===== src/rtl/xconf_bank.sv =====
// xconf_bank: banked configuration register.
// Holds a shadow image written by the controller, an active image driven onto
// conf_out, and a small store of saved images moved one field per cycle.
module xconf_bank #(
  parameter int N_FIELDS = 8,
  parameter int FIELD_W  = 16,
  parameter int N_SLOTS  = 4,
  parameter int DATA_W   = 32,
  parameter int ADDR_W   = 5
) (
  input  logic                        clk,
  input  logic                        rst_n,
  input  logic                        ctr_valid,
  input  logic                        ctr_we,
  input  logic [ADDR_W-1:0]           ctr_addr,
  input  logic [DATA_W-1:0]           ctr_data_in,
  output logic                        ctr_ready,
  output logic                        ctr_rvalid,
  output logic [DATA_W-1:0]           ctr_data_out,
  output logic                        busy,
  output logic                        conf_upd,
  output logic [N_FIELDS*FIELD_W-1:0] conf_out
);

  localparam int CNT_W  = (N_FIELDS > 1) ? $clog2(N_FIELDS) : 1;
  localparam int SLOT_W = (N_SLOTS > 1) ? $clog2(N_SLOTS) : 1;

  localparam logic [ADDR_W-1:0] A_CLEAR  = ADDR_W'(N_FIELDS);
  localparam logic [ADDR_W-1:0] A_SAVE   = ADDR_W'(N_FIELDS + 1);
  localparam logic [ADDR_W-1:0] A_LOAD   = ADDR_W'(N_FIELDS + 2);
  localparam logic [ADDR_W-1:0] A_COMMIT = ADDR_W'(N_FIELDS + 3);
  localparam logic [ADDR_W-1:0] A_STATUS = ADDR_W'(N_FIELDS + 4);
  localparam logic [CNT_W-1:0]  LAST_IDX = CNT_W'(N_FIELDS - 1);

  typedef enum logic [1:0] {IDLE, SAVE, LOAD} state_t;

  state_t              state;
  logic [FIELD_W-1:0]  shadow [N_FIELDS];
  logic [FIELD_W-1:0]  active [N_FIELDS];
  logic [FIELD_W-1:0]  store  [N_SLOTS][N_FIELDS];
  logic [CNT_W-1:0]    idx;
  logic [SLOT_W-1:0]   slot;
  logic [SLOT_W-1:0]   last_slot;
  logic                err;

  logic                accept;
  logic                is_field;
  logic                slot_ok;
  logic [CNT_W-1:0]    field_sel;
  logic [DATA_W-1:0]   rd_word;

  // The copy engine owns the shadow and store while it runs, so requests stall.
  assign busy      = (state != IDLE);
  assign ctr_ready = !busy;
  assign accept    = ctr_valid && ctr_ready;
  assign is_field  = (ctr_addr < A_CLEAR);
  assign field_sel = ctr_addr[CNT_W-1:0];
  assign slot_ok   = (ctr_data_in < DATA_W'(N_SLOTS));

  // Active image fields are packed with field 0 at the LSBs.
  for (genvar k = 0; k < N_FIELDS; k++) begin : g_conf
    assign conf_out[k*FIELD_W +: FIELD_W] = active[k];
  end

  // Read data mux: shadow fields zero-extended, STATUS word, zero elsewhere.
  always_comb begin
    rd_word = '0;
    if (is_field) begin
      rd_word[FIELD_W-1:0] = shadow[field_sel];
    end else if (ctr_addr == A_STATUS) begin
      rd_word[0]          = busy;
      rd_word[1]          = err;
      rd_word[2 +: SLOT_W] = last_slot;
    end
  end

  // Read response is registered and presented for exactly one cycle.
  always_ff @(posedge clk or negedge rst_n) begin
    if (!rst_n) begin
      ctr_rvalid   <= 1'b0;
      ctr_data_out <= '0;
    end else if (accept && !ctr_we) begin
      ctr_rvalid   <= 1'b1;
      ctr_data_out <= rd_word;
    end else begin
      ctr_rvalid   <= 1'b0;
      ctr_data_out <= '0;
    end
  end

  // Command decode and field-serial copy engine; active only moves as a whole image.
  always_ff @(posedge clk or negedge rst_n) begin
    if (!rst_n) begin
      state     <= IDLE;
      idx       <= '0;
      slot      <= '0;
      last_slot <= '0;
      err       <= 1'b0;
      conf_upd  <= 1'b0;
      for (int k = 0; k < N_FIELDS; k++) begin
        shadow[k] <= '0;
        active[k] <= '0;
      end
      for (int s = 0; s < N_SLOTS; s++) begin
        for (int k = 0; k < N_FIELDS; k++) begin
          store[s][k] <= '0;
        end
      end
    end else begin
      conf_upd <= 1'b0;
      case (state)
        IDLE: begin
          if (accept) begin
            if (ctr_we) begin
              if (is_field) begin
                shadow[field_sel] <= ctr_data_in[FIELD_W-1:0];
              end else if (ctr_addr == A_CLEAR) begin
                for (int k = 0; k < N_FIELDS; k++) begin
                  shadow[k] <= '0;
                  active[k] <= '0;
                end
                conf_upd <= 1'b1;
              end else if (ctr_addr == A_COMMIT) begin
                for (int k = 0; k < N_FIELDS; k++) begin
                  active[k] <= shadow[k];
                end
                conf_upd <= 1'b1;
              end else if ((ctr_addr == A_SAVE) || (ctr_addr == A_LOAD)) begin
                if (slot_ok) begin
                  slot      <= ctr_data_in[SLOT_W-1:0];
                  last_slot <= ctr_data_in[SLOT_W-1:0];
                  idx       <= '0;
                  state     <= (ctr_addr == A_SAVE) ? SAVE : LOAD;
                end else begin
                  err <= 1'b1;
                end
              end
            end else if (ctr_addr == A_STATUS) begin
              err <= 1'b0;
            end
          end
        end
        SAVE: begin
          store[slot][idx] <= shadow[idx];
          idx <= idx + 1'b1;
          if (idx == LAST_IDX) begin
            state <= IDLE;
          end
        end
        LOAD: begin
          shadow[idx] <= store[slot][idx];
          idx <= idx + 1'b1;
          if (idx == LAST_IDX) begin
            state <= IDLE;
            for (int k = 0; k < N_FIELDS; k++) begin
              active[k] <= store[slot][k];
            end
            conf_upd <= 1'b1;
          end
        end
        default: state <= IDLE;
      endcase
    end
  end

endmodule

===== config.mk =====
export PLATFORM = sky130hd
export DESIGN_NAME = xconf_bank
export DESIGN_NICKNAME = d
export VERILOG_FILES = /design/src/rtl/xconf_bank.sv
export SDC_FILE = /design/constraint.sdc
export NUM_CORES = 2
export LEC_CHECK = 0
export CAP_MARGIN = 20
export CORE_MARGIN = 5
export CORE_UTILIZATION = 42
export CTS_CLUSTER_SIZE = 20
export DETAILED_ROUTE_END_ITERATION = 8
export PLACE_DENSITY = 0.56
export SLEW_MARGIN = 25
export SYNTH_ARGS = -nofsm -noshare
export SYNTH_HDL_FRONTEND = slang
export SYNTH_SLANG_ARGS = --single-unit

===== constraint.sdc =====
create_clock -name clk -period 5.6 [get_ports clk]
set_clock_uncertainty 0.1 [all_clocks]
set_input_delay 0.84 -clock clk [delete_from_list [all_inputs] [get_ports clk]]
set_output_delay 0.84 -clock clk [all_outputs]
set_load 0.005 [all_outputs]

==> impl_metrics.tcl <==
set metrics [dict create \
    grt_max_degree 175 \
    yosysMostFrequentCell "dfrtp_1" \
    clkTransAtPathRegs_ns 0.06 \
    multi_input_area_sq_um 16900 \
    cts.repair.resized 0 \
    io_pins 205 \
    synth_compound_area_share_pct 18.4 \
    async_flop_share_pct 100 \
    vias 31700 \
    synthTopCellsByArea "dfrtp_1 52%, mux2i_1 9.2%, nand2_1 5.7%, o21ai_0 4.2%, a21oi_1 4.2%" \
    synthTopCellsByCount "794 x dfrtp_1, 586 x nand2_1, 354 x mux2i_1, 349 x nor2_1, 322 x o21ai_0" \
    synth_edf_count 0 \
    top_usage_layer "met2" \
    grt_pass1_wl_um 228000 \
    synth_fa_ha_area_share_pct 0.163 \
    cts_max_level 3 \
    crit_path_start_kind "flop" \
    die_y_um 312 \
    place_hpwl_um 114000 \
    nets 3863 \
    routedWlPerCell_um 32.0 \
    vdd_drop_max_v 0.000249 \
    cts_sinks 794 \
    syn_area_sq_um 38300 \
    synth_seq_area_share_pct 51.8 \
    synth_xor_area_share_pct 0.0229 \
    dr.first_iter.drc_count 4279 \
    drive_above_1_share_pct 9.93 \
    setup_tns_ns 0 \
    place_congestion 1.02 \
    crit_arrival_ns 4.21 \
    cts_buffers 87 \
    drt-total-wl_um 162000 \
    design.die.area_sq_um 97400 \
    ys_seq_elements 794 \
    synth_top_family_by_area "compound AO/OA/AOI/OAI gates" \
    rsz0062_at_grt "no" \
    grt-ovfl-total 0 \
    status "complete, no violations" \
    path_class "reg2reg" \
    ant_nets 0 \
    yosysWarnings 0 \
    finalHoldWorstSlack_ns 0.105 \
    worst_slack_ns 1.77 \
    r2r-start "last_slot[1]" \
    fmax_mhz 261 \
    p_leak_nw 17.9 \
    yosysTopAreaCellShare_pct 51.8 \
    use_met1_pct 42.3 \
    startpoint "last_slot[1]" \
    finalCritPeriodShare_pct 68.4 \
    final_core_util_pct 48.6 \
    tightestPinTransition_ns 1.04 \
    worstSkewPairLatency_ns 0.67 \
    areaGrowthSynthToFinish_pct 14.5 \
    period_minus_slack_ns 3.83 \
    synth_top_cell_by_area "dfrtp_1" \
    end_kind "flop" \
    grtUsageMet3_pct 9.12 \
    rows 110 \
    synth_ff_type "dfrtp_1" \
    cts_tree "done" \
    use_met2_pct 48.2 \
    synth_area_per_cell_sq_um 10.1 \
    critPathMaxFanout 60 \
    initial_core_util_pct 42.4 \
    ys_types 80 \
    synthMuxAreaShare_pct 11.7 \
    drcViolationCount 0 \
    dp_slack_ns 1.77 \
    die_w_um 312 \
    cap_viol_max_count 0 \
    cts_root_buf "clkbuf_16" \
    n_fill_cell 8523 \
    maxSlewViolCount 0 \
    groute.usage.overall_pct 32.1 \
    viasPerCell 6.27 \
    holdBufCountCts 0 \
    antenna_found_initial 4 \
    min_path_type "in2async" \
    slew-limit-headroom_pct 28.6 \
    grt_pass1_vias 29800 \
    place.port_buffers 188 \
    final_hold_viol_count 0 \
    synthCells 3792 \
    cts_setup_buffers 0 \
    yosys.area_share.simple_pct 13.1 \
    design.core.area_sq_um 90300 \
    dr.pass1.iters 6 \
    ff_latch_area_sq_um 19900 \
    cp.required_ns 5.98 \
    clock_path_buffers 3 \
    setup_viol 0 \
    power_density_nw_per_um2 303 \
]
==> critical path, stage by stage, from the launching register on <==
cell	delay (ns)
dfrtp_4	0.95
buf_12	0.44
mux2i_1	0.32
o22ai_1	0.11
or4_4	0.56
nor4_4	0.84
o221ai_1	0.25
==> where the power goes <==
group | internal, mW | switching (mW)
combinational | 0.453 | 0.784
sequential | 5.93 | 0.388
clock | 3.34 | 2.42
total | 9.72 | 3.59
==> layout make-up <==
| class | count | share of cell area (%) |
|---|---|---|
| sequential | 794 | 45.3 |
| multi-input combinational | 2638 | 38.5 |
| timing repair buffer | 290 | 6.38 |
| clock buffer | 131 | 5.77 |
| tap | 1176 | 3.35 |
| clock inverter | 20 | 0.602 |
| inverter | 6 | 0.0513 |
| antenna | 3 | 0.0171 |
==> routing by layer <==
metal / vias up / share of wire (%)
met3: 455 / 11
met5: - / 0.020
met4: 4 / 6.8
met1: 15700 / 39
met2: 1886 / 43
li1: 13600 / -
==> path summary, 6_finish.rpt <==
| path | endpoint | slack [ns] | cells past startpoint |
|---|---|---|---|
| setup reg to reg | shadow[41] | 1.77 | 6 |
| max in group asynchronous | store[429] | 3.85 | 3 |
| hold / removal | ctr_data_out[1] | 0.10 | 1 |
| min in group clk | conf_out[86] | 0.37 | 2 |
| setup / recovery | shadow[41] | 1.77 | 6 |
| hold reg to reg | conf_out[86] | 0.37 | 2 |
==> flip-flops by register name, summed over array words and instances (netlist names), 2 cells and up <==
name,count
conf_out,128
shadow,128
state,2
store,512
last_slot,2
ctr_data_out,16
idx,3
==> kinds of logic (layout without fill, tap and decap cells) <==
kind of cell               count (synthesis)  after routing
muxes                                    399            399
adders and majority gates                  5              5
AOI/OAI and AO/OA                       1108           1108
other                                      1             19
buffers and inverters                    375            447
xor gates and xnor gates                   1              1
and+or+nand+nor                         1109           1109
DFF                                      794            794
==> cell usage in the layout, fill, tap and decap left out, types with 5 or more instances in the layout <==
cell type	n
nand2_2	5
clkbuf_16	88
a221o_2	8
mux4_2	36
buf_4	90
mux2_2	7
a32oi_1	66
mux2i_1	353
nor2_1	331
or4_4	7
o21ai_0	322
a22oi_1	66
a222oi_1	9
bufinv_16	5
conb_1	16
o22a_1	28
a21oi_1	319
clkinv_2	10
clkbuf_1	26
clkdlybuf4s50_1	185
nand2b_1	70
nor2_2	18
o21ai_1	21
nor4_1	9
buf_12	11
dfrtp_1	789
clkbuf_8	17
nand2_1	581
nor4_4	16
inv_1	6
a22o_1	7
o221ai_1	139
nand3b_1	6
nand3_1	10
nor2b_1	6
or4_1	6
o22ai_1	72
o221ai_2	17
==> through the flow <==
step	cells	instance area, sq um	power [mW]
CTS	5054	43800	13.3
finish	5058	43900	13.3
floorplan	3807	38400	6.73
global route	5055	43900	13.6
detailed placement	4903	41000	7.60
global placement	4903	41000	7.59
Note: power is estimated with default switching activity, not from simulation.
